**config.mk**
```make
export PLATFORM = sky130hd
export DESIGN_NAME = mem_seq_master
export DESIGN_NICKNAME = d
export VERILOG_FILES = /design/src/rtl/mem_pkg.sv /design/src/rtl/mem_addr_gen.sv /design/src/rtl/mem_seq_master.sv
export SDC_FILE = /design/constraint.sdc
export NUM_CORES = 1
export LEC_CHECK = 0
export ABC_AREA = 1
export BUFFER_PORTS_ARGS = -buffer_cell sky130_fd_sc_hd__buf_2
export CORE_MARGIN = 2
export CORE_UTILIZATION = 35
export DETAILED_ROUTE_END_ITERATION = 8
export PLACE_DENSITY = 0.52
export SETUP_SLACK_MARGIN = 0.1
export SLEW_MARGIN = 20
export SYNTH_ARGS = -nofsm -noshare
export SYNTH_HDL_FRONTEND = slang
export SYNTH_HIERARCHICAL = 1
export SYNTH_SLANG_ARGS = --single-unit
```
**constraint.sdc**
```tcl
create_clock -name clk_i -period 6.97 [get_ports clk_i]
set_input_delay 2.091 -clock clk_i [delete_from_list [all_inputs] [get_ports clk_i]]
set_output_delay 2.091 -clock clk_i [all_outputs]
set_load 0.05 [all_outputs]
```
**src/rtl/mem_pkg.sv**
```systemverilog
// Shared definitions for the memory sequencing master, its address
// generator, the memory responder and the bench.
//   MEM_WIDTH / MEM_ADDR_WIDTH / MEM_DEPTH : default geometry
//   mode_t  : command mode (write-only, read-verify, write-then-verify)
//   state_t : master FSM state
package mem_pkg;

    localparam int MEM_WIDTH      = 16;
    localparam int MEM_ADDR_WIDTH = 4;
    localparam int MEM_DEPTH      = 16;

    typedef enum logic [1:0] {
        MODE_WR  = 2'b00,
        MODE_RDV = 2'b01,
        MODE_WRV = 2'b10
    } mode_t;

    typedef enum logic [1:0] {
        ST_IDLE  = 2'b00,
        ST_WRITE = 2'b01,
        ST_READ  = 2'b10,
        ST_DONE  = 2'b11
    } state_t;

    // Raw command encoding 2'b11 behaves as write-then-verify.
    function automatic mode_t decode_mode(input logic [1:0] raw);
        case (raw)
            2'b00:   return MODE_WR;
            2'b01:   return MODE_RDV;
            default: return MODE_WRV;
        endcase
    endfunction

endpackage

```
**src/rtl/mem_addr_gen.sv**
```systemverilog
// Address generator for mem_seq_master.
// Holds the latched base address and clamped word count, and the word
// offset within the current phase.
//   load_i      : latch base_i / clamped count_i, offset <- 0
//   restart_i   : offset <- 0 (write -> read turnaround)
//   step_i      : offset <- offset + 1 (one handshake)
//   count_zero_o: clamped count_i is zero (combinational, for the start decision)
//   base_o      : latched base address
//   offset_o    : current word offset
//   next_addr_o : (base + offset + 1) mod 2**ADDR_WIDTH
//   last_o      : current offset is the final word of the phase
module mem_addr_gen #(
    parameter int ADDR_WIDTH = 4,
    parameter int DEPTH      = 16
) (
    input  logic                  clk_i,
    input  logic                  rst_i,
    input  logic                  load_i,
    input  logic                  restart_i,
    input  logic                  step_i,
    input  logic [ADDR_WIDTH-1:0] base_i,
    input  logic [ADDR_WIDTH:0]   count_i,
    output logic                  count_zero_o,
    output logic [ADDR_WIDTH-1:0] base_o,
    output logic [ADDR_WIDTH:0]   offset_o,
    output logic [ADDR_WIDTH-1:0] next_addr_o,
    output logic                  last_o
);

    localparam logic [ADDR_WIDTH:0] DEPTH_W = (ADDR_WIDTH+1)'(DEPTH);
    localparam logic [ADDR_WIDTH:0] ONE_W   = (ADDR_WIDTH+1)'(1);

    logic [ADDR_WIDTH:0]   count_clamped;
    logic [ADDR_WIDTH:0]   count_q;
    logic [ADDR_WIDTH:0]   offset_q;
    logic [ADDR_WIDTH-1:0] base_q;

    assign count_clamped = (count_i > DEPTH_W) ? DEPTH_W : count_i;
    assign count_zero_o  = (count_clamped == '0);

    always_ff @(posedge clk_i or negedge rst_i) begin
        if (!rst_i) begin
            base_q   <= '0;
            count_q  <= '0;
            offset_q <= '0;
        end else if (load_i) begin
            base_q   <= base_i;
            count_q  <= count_clamped;
            offset_q <= '0;
        end else if (restart_i) begin
            offset_q <= '0;
        end else if (step_i) begin
            offset_q <= offset_q + ONE_W;
        end
    end

    assign base_o      = base_q;
    assign offset_o    = offset_q;
    // Truncation to ADDR_WIDTH bits gives the wrap past the top address.
    assign next_addr_o = base_q + offset_q[ADDR_WIDTH-1:0] + ADDR_WIDTH'(1);
    // count_q is never zero while a phase is active, so count_q-1 is safe.
    assign last_o      = (offset_q == count_q - ONE_W);

endmodule

```
**src/rtl/mem_seq_master.sv**
```systemverilog
// Memory request initiator: on start_i issues a burst of writes and/or
// reads over a contiguous (wrapping) address range, writes an
// incrementing pattern seed+offset and checks read data against it.
// Ports:
//   clk_i, rst_i (async, active-low)
//   start_i, mode_i, base_addr_i, count_i, seed_i : command, sampled in IDLE only
//   addr_o, wdata_o, wr_rd_en_o, valid_o          : request to responder
//   rdata_i, ready_i                              : responder return
//   busy_o, done_o                                : command status
//   err_o, err_count_o, first_err_addr_o          : read-verify results
//
// state    | meaning
// ---------+------------------------------------------------
// ST_IDLE  | waiting for start_i
// ST_WRITE | presenting write requests, one per handshake
// ST_READ  | presenting read requests, checking rdata_i
// ST_DONE  | one-cycle completion, done_o high
module mem_seq_master
    import mem_pkg::*;
#(
    parameter int WIDTH      = MEM_WIDTH,
    parameter int ADDR_WIDTH = MEM_ADDR_WIDTH,
    parameter int DEPTH      = MEM_DEPTH
) (
    input  logic                  clk_i,
    input  logic                  rst_i,
    input  logic                  start_i,
    input  logic [1:0]            mode_i,
    input  logic [ADDR_WIDTH-1:0] base_addr_i,
    input  logic [ADDR_WIDTH:0]   count_i,
    input  logic [WIDTH-1:0]      seed_i,
    output logic [ADDR_WIDTH-1:0] addr_o,
    output logic [WIDTH-1:0]      wdata_o,
    output logic                  wr_rd_en_o,
    output logic                  valid_o,
    input  logic [WIDTH-1:0]      rdata_i,
    input  logic                  ready_i,
    output logic                  busy_o,
    output logic                  done_o,
    output logic                  err_o,
    output logic [ADDR_WIDTH:0]   err_count_o,
    output logic [ADDR_WIDTH-1:0] first_err_addr_o
);

    state_t                state;
    mode_t                 mode_q;
    mode_t                 cmd_mode;
    logic [WIDTH-1:0]      seed_q;
    logic [WIDTH-1:0]      exp_data;
    logic [WIDTH-1:0]      next_wdata;

    logic                  ag_load;
    logic                  ag_restart;
    logic                  ag_step;
    logic                  count_zero;
    logic [ADDR_WIDTH-1:0] base_q;
    logic [ADDR_WIDTH:0]   offset;
    logic [ADDR_WIDTH-1:0] next_addr;
    logic                  last;
    logic                  handshake;

    assign cmd_mode   = decode_mode(mode_i);
    // valid_o is only ever high in WRITE/READ, so this marks a transfer.
    assign handshake  = valid_o & ready_i;
    assign ag_load    = (state == ST_IDLE) & start_i;
    assign ag_step    = handshake;
    assign ag_restart = handshake & last & (state == ST_WRITE) & (mode_q != MODE_WR);

    // Pattern word for the current offset, and for the one after it so the
    // registered wdata_o is ready on the cycle right after a handshake.
    assign exp_data   = seed_q + WIDTH'(offset);
    assign next_wdata = exp_data + WIDTH'(1);

    mem_addr_gen #(
        .ADDR_WIDTH (ADDR_WIDTH),
        .DEPTH      (DEPTH)
    ) u_addr_gen (
        .clk_i        (clk_i),
        .rst_i        (rst_i),
        .load_i       (ag_load),
        .restart_i    (ag_restart),
        .step_i       (ag_step),
        .base_i       (base_addr_i),
        .count_i      (count_i),
        .count_zero_o (count_zero),
        .base_o       (base_q),
        .offset_o     (offset),
        .next_addr_o  (next_addr),
        .last_o       (last)
    );

    always_ff @(posedge clk_i or negedge rst_i) begin
        if (!rst_i) begin
            state            <= ST_IDLE;
            mode_q           <= MODE_WR;
            seed_q           <= '0;
            addr_o           <= '0;
            wdata_o          <= '0;
            wr_rd_en_o       <= 1'b0;
            valid_o          <= 1'b0;
            busy_o           <= 1'b0;
            done_o           <= 1'b0;
            err_o            <= 1'b0;
            err_count_o      <= '0;
            first_err_addr_o <= '0;
        end else begin
            done_o <= 1'b0;
            case (state)
                ST_IDLE: begin
                    if (start_i) begin
                        mode_q           <= cmd_mode;
                        seed_q           <= seed_i;
                        err_o            <= 1'b0;
                        err_count_o      <= '0;
                        first_err_addr_o <= '0;
                        busy_o           <= 1'b1;
                        if (count_zero) begin
                            state  <= ST_DONE;
                            done_o <= 1'b1;
                        end else begin
                            valid_o <= 1'b1;
                            addr_o  <= base_addr_i;
                            if (cmd_mode == MODE_RDV) begin
                                state      <= ST_READ;
                                wr_rd_en_o <= 1'b0;
                                wdata_o    <= '0;
                            end else begin
                                state      <= ST_WRITE;
                                wr_rd_en_o <= 1'b1;
                                wdata_o    <= seed_i;
                            end
                        end
                    end
                end

                ST_WRITE: begin
                    if (handshake) begin
                        if (!last) begin
                            addr_o  <= next_addr;
                            wdata_o <= next_wdata;
                        end else if (mode_q == MODE_WR) begin
                            state      <= ST_DONE;
                            done_o     <= 1'b1;
                            valid_o    <= 1'b0;
                            addr_o     <= '0;
                            wdata_o    <= '0;
                            wr_rd_en_o <= 1'b0;
                        end else begin
                            // Turnaround without a bubble: valid_o stays high.
                            state      <= ST_READ;
                            addr_o     <= base_q;
                            wdata_o    <= '0;
                            wr_rd_en_o <= 1'b0;
                        end
                    end
                end

                ST_READ: begin
                    if (handshake) begin
                        if (rdata_i != exp_data) begin
                            err_o       <= 1'b1;
                            err_count_o <= err_count_o + (ADDR_WIDTH+1)'(1);
                            if (err_count_o == '0) begin
                                first_err_addr_o <= addr_o;
                            end
                        end
                        if (!last) begin
                            addr_o <= next_addr;
                        end else begin
                            state   <= ST_DONE;
                            done_o  <= 1'b1;
                            valid_o <= 1'b0;
                            addr_o  <= '0;
                        end
                    end
                end

                ST_DONE: begin
                    state  <= ST_IDLE;
                    busy_o <= 1'b0;
                end

                default: begin
                    state   <= ST_IDLE;
                    valid_o <= 1'b0;
                    busy_o  <= 1'b0;
                end
            endcase
        end
    end

endmodule

```
# == Word level (Yosys, flattened, before mapping) ==
# Index checks and enable logic that the tools add are counted.
# word_totals
ff_bits,68
# classes
addsub,7
n_eq_ne,16
muxes,63
order_cmp,1
n_reduce_logical,20
n_bitwise,5
# ops
cell,n
$mux 16,5
$mux 4,11
$mux 5,7
$pmux 16 s2,1
$mux 1,22
$reduce_and 5->1,4
$add 16x1->16 const B,1
$add 16x5->16,1
$ne 16x16->1,1
$ne 2x2->1 const B,8
$mux 2,7
$pmux 4 s3,1
$add 5x1->5 const B,2
$logic_not 5->1,2
$pmux 5 s2,1
$pmux 2 s4,1
$pmux 4 s2,1
$reduce_and 4->1,2
$reduce_and 8->1,1
$reduce_bool 2->1,4
$eq 2x1->1 const B,3
$logic_not 2->1,3
$pmux 1 s2,3
$pmux 1 s3,2
other kinds (11),18

# == Depth between registers and ports, before layout ==
# Gate-level depths: netlist of run 1.
# logic_depth
word_depth,7
ltp_mapped,20
mapped_depth_nobuf,19

# == Cells and area by module ==
# The synthesis of run 1 kept the hierarchy.
# modules_own_cells
module,cells_each,n_inst,area_each_um2
mem_seq_master,601,1,4038.9
mem_addr_gen,122,1,933.4

# == Worst setup path after synthesis of run 1 ==
# No wires, ideal clock.
# synth_path
kind,in2reg
start,input count_i[3]
end,register wdata_o[0]
t_arrival_ns,3.325
setup_slack_ns,3.503
cell_stages,9
path_buffers,1
setup_ns,0.143
path_cell_list,inv_1 > nand2_1 > nor4_1 > nand2_1 > nand2_1 > a21oi_1 > nand2_1 > clkbuf_1 > o221ai_1
# synth_via
elab_chain_len,5
# synth_rtl
item,line,rtl
start: declaration,mem_seq_master.sv:30,"input logic [ADDR_WIDTH:0] count_i,"
$gt 5x5->1,mem_addr_gen.sv:38,assign count_clamped = (count_i > DEPTH_W) ? DEPTH_W : count_i;
$mux 5 (*),mem_addr_gen.sv:38,
$logic_not 5->1 (*),mem_addr_gen.sv:39,assign count_zero_o = (count_clamped == '0);
named net count_zero,mem_seq_master.sv:55,logic count_zero;
$ne 2x2->1 (no line) (*),-,
$reduce_and 4->1 (no line) (*),-,
end signal: assignment,mem_seq_master.sv:130,wdata_o <= seed_i;
end signal: assignment,mem_seq_master.sv:140,wdata_o <= next_wdata;
end: declaration,mem_seq_master.sv:33,"output logic [WIDTH-1:0] wdata_o,"
# The timed path passes the listed nets; every way through them passes the cells marked *.
# A chain may end at the register's enable or synchronous reset.

# == Worst setup path in the final report of run 1 ==
# layout_path
start,input start_i
end,register wdata_o[11]
# layout_via
elab_chain_len,2
# layout_rtl
item,line,rtl
start: declaration,mem_seq_master.sv:27,"input logic start_i,"
$ne 2x2->1 (no line),-,
$reduce_and 4->1 (no line),-,
# Every way passes these cells.

==> results.md, run 1 <==
| Step | Result | Value |
| --- | --- | --- |
| synth | Synth unique cells | 39 |
| pwr | Sw Pwr | 1.44 mW |
| final layout | Antenna diode instance count | 0 |
| timing | Final clock skew | 4.05 ps |
| cts | Post-CTS setup buffers | 0 |
| grt | Total Routing Usage GR | 19.5% |
| final layout | Total number of nets in the final design | 869 |
| synth | Number of synthesized flops with an enable pin | 0 |
| detailed routing | Number of DRC markers in iteration 0 | 348 |
| floorplan | Total Die Area | 15200 um^2 |
| pwr | Maximum vdd ir drop | 0.000226 V |
| cts | Clock transition at path regs | 50 ps |
| timing | Endpoints failing hold | 0 |
| timing | Final worst-path setup slack | 2900 ps |
| synth | Synth top cells by count | 221 x nand2_1, 101 x inv_1, 69 x nand3_1, 68 x dfrtp_1, 50 x nor2_1 |
| setup path | Startpoint-to-endpoint class of the critical path | input port to flop |
| synth | Most common flop cell mapped by yosys | dfrtp_1 |
| synth | Sequential fraction of the synthesis area | 34.2% |
| grt | GR Layer Usage met1 | 25.0% |
| pwr | Leak Pwr | 3.12 nW |
| final layout | # fillers | 1483 |
| placed design | Pre-CTS setup slack | 2590 ps |
| synth | Cells after Synth | 723 |
| grt | Met2 demand-to-capacity share in global routing | 33.3% |
| pwr | Clock power frac | 15.6% |
| detailed routing | Vias per inst | 4.88 |
| pwr | Fraction of power consumed by combinational cells | 58.3% |
| final layout | Area growth from synthesis to layout | 17.1% |
| cts | Bufs on Longest Clock Path | 2 |
| floorplan | Top-Level Pins | 81 |
| final layout | Final standard cell count with taps included and fillers excluded | 988 |
| timing | Final setup viols | 0 |
| grt | Total global routing overflow | 0 |
| setup path | Critical Path Sink Type | flop |
| grt | Pin count of the biggest net entering global routing | 69 |
| setup path | Delay contributed by the slowest stage of the critical path | 560 ps |
| setup path | Critical-path cell list | buf_2 -> nand2_1 -> a21oi_1 -> clkinv_1 -> nand2_1 -> o21ai_0 -> o21bai_1 |
| floorplan | Width of the chip | 123 um |
| setup path | Required time of the critical path | 7190 ps |
| synth | Post-synthesis register bit count | 68 |
| final layout | Area used by multi-input combinational logic | 2750 um^2 |
| timing | RSZ-0062 raised after global routing | false |
| setup path | Worst setup SP type | input port |
| pwr | Power density normalized to cell area | 473 nW/um^2 |
| pwr | Relative contribution of sequential cells to total power | 26.1% |
| cts | Level count of the clock H-tree | 3 |
| setup path | Cell seen most often among critical-path stages | nand2_1 |
| hold path | Hold-critical path depth | 2 |
| synth | Post-synthesis net count | 789 |
| setup path | Maximum fanout count along the critical path | 32 |
| detailed routing | Total Routed Length | 14200 um |
| cts | Number of buffers inserted for hold repair after clock tree synthesis | 0 |
| synth | Post-synth ARST share | 100% |
| final layout | Seq. cell area | 1700 um^2 |
| timing | Share of the cycle needed by the critical path after routing | 58.4% |
| synth | Synthesized area | 4970 um^2 |
| synth | Yosys warning total | 6 |
| pwr | Pint | 1.31 mW |
| synth | Share of Yosys cell area claimed by the top area cell type | 34.2% |
| grt | Number of antenna violations at the first check in global routing | 0 |
| cts | Clock insertion delay at the later pin of the skew report | 330 ps |
| floorplan | Number of rows in the core area | 43 |
| timing | Transition time at the pin with the least slew margin | 980 ps |
| placed design | Count of input and output buffers | 80 |
| outcome | Run status | complete, no violations |
| setup path | Worst EP arrival | 4290 ps |
| synth | Top area cells in the synthesized netlist | dfrtp_1 34%, nand2_1 17%, inv_1 7.6% |
| floorplan | Initial Util | 35.8% |
| setup path | Buffers & Inverters on Critical Path | 2 |
| timing | Worst hold-check slack | 463 ps |
| setup path | Slowest stage cell on the critical path | nand2_1 |
| timing | Final Slew Violations | 0 |
| cts | Root buffer cell | clkbuf_16 |
| detailed routing | Length of the first detailed-routing pass in iterations | 5 |
| cts | Clock tree from TritonCTS | built |
| setup path | Worst path depth | 7 |
| setup path | Reg-to-reg setup timing slack | 3810 ps |
| cts | Clock buffer count from CTS | 9 |
| detailed routing | Antenna-violating nets left | 0 |
| final layout | Fraction of layout cells with a size suffix above 1 | 20.7% |
| grt | First-pass GRT wire length | 23000 um |
| timing | Peak clock frequency supported by timing | 246 MHz |
| detailed routing | Vias | 4824 |
| timing | Worst rel slew slack | 34.5% |
| setup path | Worst path top cell family by delay | compound AO/OA/AOI/OAI gates |
| placed design | Cell total after placement | 972 |
| placed design | Post-DP HPWL | 11200 um |
| detailed routing | DRC violation count after routing | 0 |
| hold path | Class of the tightest hold or removal check | flop to flop |
| timing | Final TNS setup | 0 ps |
| grt | Via count of the first global-routing pass | 4848 |
| cts | Number of sinks on the clock net | 68 |
| floorplan | Core region area | 13900 um^2 |
| synth | Cell type with the largest total area after synthesis | dfrtp_1 |
| cts | Post-cts sizing count | 0 |
| pwr | Switching share of power | 52.2% |
| timing | Minimum clock period after layout | 4070 ps |
| grt | Global-route met3 utilization | 2.91% |
| synth | Mean Syn Cell Area | 6.88 um^2 |
| flow run | Max-cap violation count | 0 |
| synth | Most common cell in the netlist | nand2_1 |
| placed design | Global placement routability congestion | 0.809 |
| setup path | Worst reg-to-reg path cell count | 16 |
| floorplan | Height of the die | 123 um |
| grt | GR peak layer | met2 |
| detailed routing | Routed length per placed instance | 14.3 um |
## cells by family (layout without fill, tap and decap cells)
kind of cell	count (synthesis)	in the layout	share of synthesized area (%)
and+or+nand+nor	404	404	37.2
buffers and inverters	132	217	10.4
AOI/OAI and AO/OA	91	91	11.1
xor gates and xnor gates	7	7	1.51
adders and majority gates	19	19	5.08
muxes	2	2	0.453
DFF	68	68	34.2
## layout make-up
cell class	count	area share [%]
Multi-Input combinational cell	523	47.3
Inverter	120	7.74
Timing Repair Buffer	81	7.01
Clock buffer	15	4.77
Tap cell	180	3.87
Clock inverter	1	0.0860
Sequential cell	68	29.2
## power groups by stage
stage	Clock [mW]	Combinational, mW	Sequential [mW]
global route	0.456	1.81	0.742
finish	0.430	1.60	0.717
floorplan	0	1.00	0.931
CTS	0.443	1.61	0.719
detailed placement	0	1.60	0.724
global placement	0	1.57	0.721
## cell usage in the layout, fill, tap and decap left out, types with 3 or more instances in the layout
cell / count
clkbuf_1: 3
o32ai_1: 4
nand3_1: 69
clkbuf_16: 9
o211ai_1: 8
nor2_2: 9
inv_1: 101
nor2_4: 4
nor2_1: 50
a21oi_1: 21
xor2_1: 4
nand3_2: 6
nand2_4: 3
ha_1: 17
o21ai_0: 35
inv_2: 17
buf_2: 80
nand2_2: 16
o221ai_1: 4
nand4_1: 10
nand2_1: 221
dfrtp_1: 68
o21ai_2: 7
nand3b_1: 6
o21ai_1: 7
clkbuf_8: 3
nor3_2: 3
## layer usage
layer | up-vias | share of wire, %
met4 | 0 | 2.5
met1 | 2208 | 46
met2 | 112 | 48
met3 | 24 | 4.2
met5 | - | 0
li1 | 2480 | -
## through the flow
step	utilization (%)	area (um^2)	total power [mW]
after floorplan	-	4970	1.93
after global placement	39.9	5540	2.30
after detailed placement	39.9	5540	2.32
after CTS	41.9	5820	2.77
after global routing	41.9	5820	3.01
final	41.9	5820	2.75
## worst reg2reg max path, stage by stage (launching register included)
cell     delay [ps]
dfrtp_1         440
ha_1            330
inv_1            90
fa_1            440
inv_1           170
nand3_1         150
nand2_2         150
nand2_1          60
nand2_1         190
nand3_1         200
nor2_4          150
nand3_1         140
nor2_2          200
nand2_1         100
o21ai_1         140
nand3_1          90
nand2_1          80
## state kept, by name (all words and copies together) (netlist names)
| signal | flops |
|---|---|
| u_addr_gen/base_o | 4 |
| state | 2 |
| first_err_addr_o | 4 |
| wr_rd_en_o | 1 |
| addr_o | 4 |
| mode_q | 2 |
| u_addr_gen/offset_o | 5 |
| valid_o | 1 |
| wdata_o | 16 |
| err_count_o | 5 |
| u_addr_gen/count_q | 5 |
| done_o | 1 |
| err_o | 1 |
| seed_q | 16 |
| busy_o | 1 |
## path summary, 6_finish.rpt
path	from	to
worst max-delay path	start_i	wdata_o[11]
worst min-delay path	first_err_addr_o[1]	first_err_addr_o[1]
worst max register to register	u_addr_gen/offset_o[0]	wdata_o[14]
worst min register to register	first_err_addr_o[1]	first_err_addr_o[1]
max in group asynchronous	rst_i	u_addr_gen/offset_o[0]
min in group asynchronous	rst_i	err_count_o[3]
Power figures use the tool's default switching activity.
==> run 2: changes to the inputs <==
ABC_AREA = 0   (was 1)
PLACE_DENSITY = 0.54   (was 0.52)
clock period = 3.46 ns   (was 6.97 ns; I/O delays follow)
==> run 2 against run 1 <==
Sequential share of layout area grew 0.54 points. Die area shrank 6.0%. Clock skew grew 9.3 ps. Register-to-register slack lost 3600 ps. Combinational power grew 130%. Sequential power grew 110%. First-iteration DRC count shrank 33%. Worst setup slack lost 2700 ps. Wire length shrank 11%. Cell area shrank 1.8%. Critical path depth grew 4.
==> results.md, run 2 <==
| Step | Result | Value |
| --- | --- | --- |
| outcome | Run status | complete, no violations |
| timing | Endpoints failing hold | 0 |
| synth | Synthesized area | 4660 um^2 |
| floorplan | Width of the chip | 119 um |
| setup path | Worst setup SP type | flop |
| synth | Cell type with the largest total area after synthesis | dfrtp_1 |
| setup path | Buffers & Inverters on Critical Path | 1 |
| hold path | Hold Path Sink | wdata_o[13] |
| setup path | Reg-to-reg setup timing slack | 240 ps |
| timing | Minimum clock period after layout | 3220 ps |
| cts | Number of sinks on the clock net | 68 |
| placed design | Global placement routability congestion | 0.931 |
| synth | Most common flop cell mapped by yosys | dfrtp_1 |
| placed design | Post-DP HPWL | 9620 um |
| final layout | Largest registers | seed_q x16, wdata_o x16 |
| cts | Clock insertion delay at the later pin of the skew report | 340 ps |
| timing | Final TNS setup | 0 ps |
| final layout | Most common cell after layout, fill and taps aside | buf_2 |
| cts | Root buffer cell | clkbuf_16 |
| detailed routing | Vias | 4146 |
| synth | Cells after Synth | 514 |
| synth | Post-synth ARST share | 100% |
| hold path | Hold-critical path depth | 2 |
| synth | Synth top cells by count | 75 x nand2_1, 68 x dfrtp_1, 37 x inv_1, 31 x xnor2_1, 30 x o21ai_0 |
| grt | Number of antenna violations at the first check in global routing | 0 |
| detailed routing | Antenna-violating nets left | 0 |
| cts | Bufs on Longest Clock Path | 2 |
| hold path | Class of the tightest hold or removal check | flop to flop |
| setup path | Startpoint-to-endpoint class of the critical path | flop to flop |
| timing | Share of the cycle needed by the critical path after routing | 93.0% |
| setup path | Delay contributed by the slowest stage of the critical path | 610 ps |
| flow run | Max-cap violation count | 0 |
| synth | Share of Yosys cell area claimed by the top area cell type | 36.5% |
| final layout | Total number of nets in the final design | 673 |
| grt | Via count of the first global-routing pass | 4103 |
| timing | Worst rel slew slack | 66.0% |
| setup path | FF-to-FF Start | u_addr_gen/offset_o[0] |
| setup path | Worst reg-to-reg path cell count | 11 |
| pwr | Total power after layout | 6.07 mW |
| synth | Post-synthesis register bit count | 68 |
| floorplan | Top-Level Pins | 81 |
| cts | Post-CTS setup buffers | 0 |
| setup path | Maximum fanout count along the critical path | 5 |
| detailed routing | Total Routed Length | 12700 um |
| final layout | Fraction of layout cells with a size suffix above 1 | 26.7% |
| pwr | Power density normalized to cell area | 1060 nW/um^2 |
| grt | Total Routing Usage GR | 18.5% |
| cts | Clock buffer count from CTS | 9 |
| setup path | Critical-path cell list | ha_1 -> inv_1 -> fa_1 -> and2b_1 -> o22a_2 -> nor3_1 -> a2111oi_2 -> nand4_1 -> or4_4 -> nand2b_4 -> mux2_4 |
| synth | Yosys warning total | 6 |
| final layout | Area growth from synthesis to layout | 22.5% |
| final layout | Seq. cell area | 1700 um^2 |
| pwr | Leak Pwr | 2.59 nW |
| detailed routing | Routed length per placed instance | 16.1 um |
| synth | Synth unique cells | 67 |
| timing | Worst hold-check slack | 492 ps |
| setup path | Worst path top cell family by delay | simple AND/OR/NAND/NOR gates |
| detailed routing | Number of DRC markers in iteration 0 | 232 |
| pwr | Maximum vdd ir drop | 0.000380 V |
| timing | Final setup viols | 0 |
| detailed routing | Length of the first detailed-routing pass in iterations | 5 |
| setup path | Slowest stage cell on the critical path | or4_4 |
| synth | Most common cell in the netlist | nand2_1 |
| placed design | Count of input and output buffers | 80 |
| cts | Level count of the clock H-tree | 3 |
| floorplan | Height of the die | 119 um |
| final layout | Area used by multi-input combinational logic | 2750 um^2 |
| final layout | Commonest cells after routing, fill and taps aside | 80 x buf_2, 75 x nand2_1, 68 x dfrtp_1, 37 x inv_1 |
| final layout | Antenna diode instance count | 0 |
| setup path | Worst EP arrival | 3430 ps |
| floorplan | Initial Util | 35.5% |
| cts | Clock transition at path regs | 50 ps |
| synth | Number of synthesized flops with an enable pin | 0 |
| floorplan | Core region area | 13100 um^2 |
| grt | Pin count of the biggest net entering global routing | 35 |
| final layout | # fillers | 1328 |
| timing | RSZ-0062 raised after global routing | true |
| timing | Transition time at the pin with the least slew margin | 507 ps |
| setup path | Required time of the critical path | 3670 ps |
| hold path | Start point of the worst hold path | wdata_o[13] |
| grt | Total global routing overflow | 0 |
| setup path | Worst path depth | 11 |
| synth | Sequential fraction of the synthesis area | 36.5% |
| setup path | Reg2Reg Capture Point | err_o |
| detailed routing | Vias per inst | 5.27 |
| synth | Post-synthesis net count | 580 |
| grt | First-pass GRT wire length | 20900 um |
| synth | Mean Syn Cell Area | 9.07 um^2 |
| floorplan | Number of rows in the core area | 42 |
| setup path | Critical Path Sink Type | flop |
| floorplan | Total Die Area | 14300 um^2 |
| detailed routing | DRC violation count after routing | 0 |
| timing | Final Slew Violations | 0 |
| cts | Clock tree from TritonCTS | built |
| synth | Top area cells in the synthesized netlist | dfrtp_1 36%, nand2_1 6.0%, xnor2_1 5.8% |
| timing | Peak clock frequency supported by timing | 311 MHz |
| timing | Final clock skew | 13.3 ps |
[run 2: final cells by class]
class / instances / area share (%)
sequential: 68 / 29.8
inverter: 38 / 2.50
timing repair buffer: 106 / 10.6
clock buffer: 12 / 4.49
clock inverter: 2 / 0.613
multi-input combinational: 384 / 48.1
tap: 176 / 3.85
[run 2: metal layers]
layer	part of all wire (%)	GRT usage, %	up-vias
met5	0	0	-
met4	1.8	6.54	0
met3	4.8	3.11	18
met2	44	27.6	121
met1	49	27.0	1990
li1	-	-	2017
[run 2: worst max-delay path by stage]
stage / from / end / slack [ps]
final: u_addr_gen/offset_o[0] / err_o / 240
after global placement: rdata_i[8] / err_o / 200
after floorplan: u_addr_gen/offset_o[0] / err_o / 190
after CTS: u_addr_gen/offset_o[0] / err_o / 170
after global routing: u_addr_gen/offset_o[0] / wdata_o[13] / 60
after detailed placement: rdata_i[8] / err_o / 90
[run 2: report_power, final]
group	internal, mW	switching (mW)	total [mW]
clock	0.588	0.345	0.934
combinational	1.40	2.22	3.62
sequential	1.16	0.357	1.52
total	3.15	2.93	6.07
[run 2: kinds of logic (layout without fill, tap and decap cells)]
group / Yosys count / after routing / share of synthesized area, %
simple gates: 168 / 168 / 18.8
compound gates: 118 / 118 / 17.7
flops: 68 / 68 / 36.5
buf+inv: 62 / 158 / 5.23
xor+xnor: 54 / 54 / 10.4
mux: 25 / 25 / 5.93
fa+ha+maj: 19 / 19 / 5.42
[run 2: what timing repair did]
| item | in CTS | in global routing |
|---|---|---|
| hold buffers | 0 | 0 |
| endpoints found under the setup margin | 0 | 11 |
| gates resized for setup | 0 | 6 |
[run 2: tightest hold or removal path: cells and delay by family, from the launching register on]
family             cells  cell delay [ps]
AOI/OAI and AO/OA      1               60
and+or+nand+nor        1               50
DFF                    1              340
[run 2: metrics by stage]
stage / util [%] / cells / instance area (um^2) / setup WS [ps]
floorplan: - / 514 / 4660 / 188
global placement: 41.1 / 772 / 5400 / 201
detailed placement: 41.1 / 772 / 5400 / 89.3
CTS: 43.3 / 786 / 5690 / 174
global route: 43.5 / 786 / 5720 / 57.0
finish: 43.5 / 786 / 5720 / 243
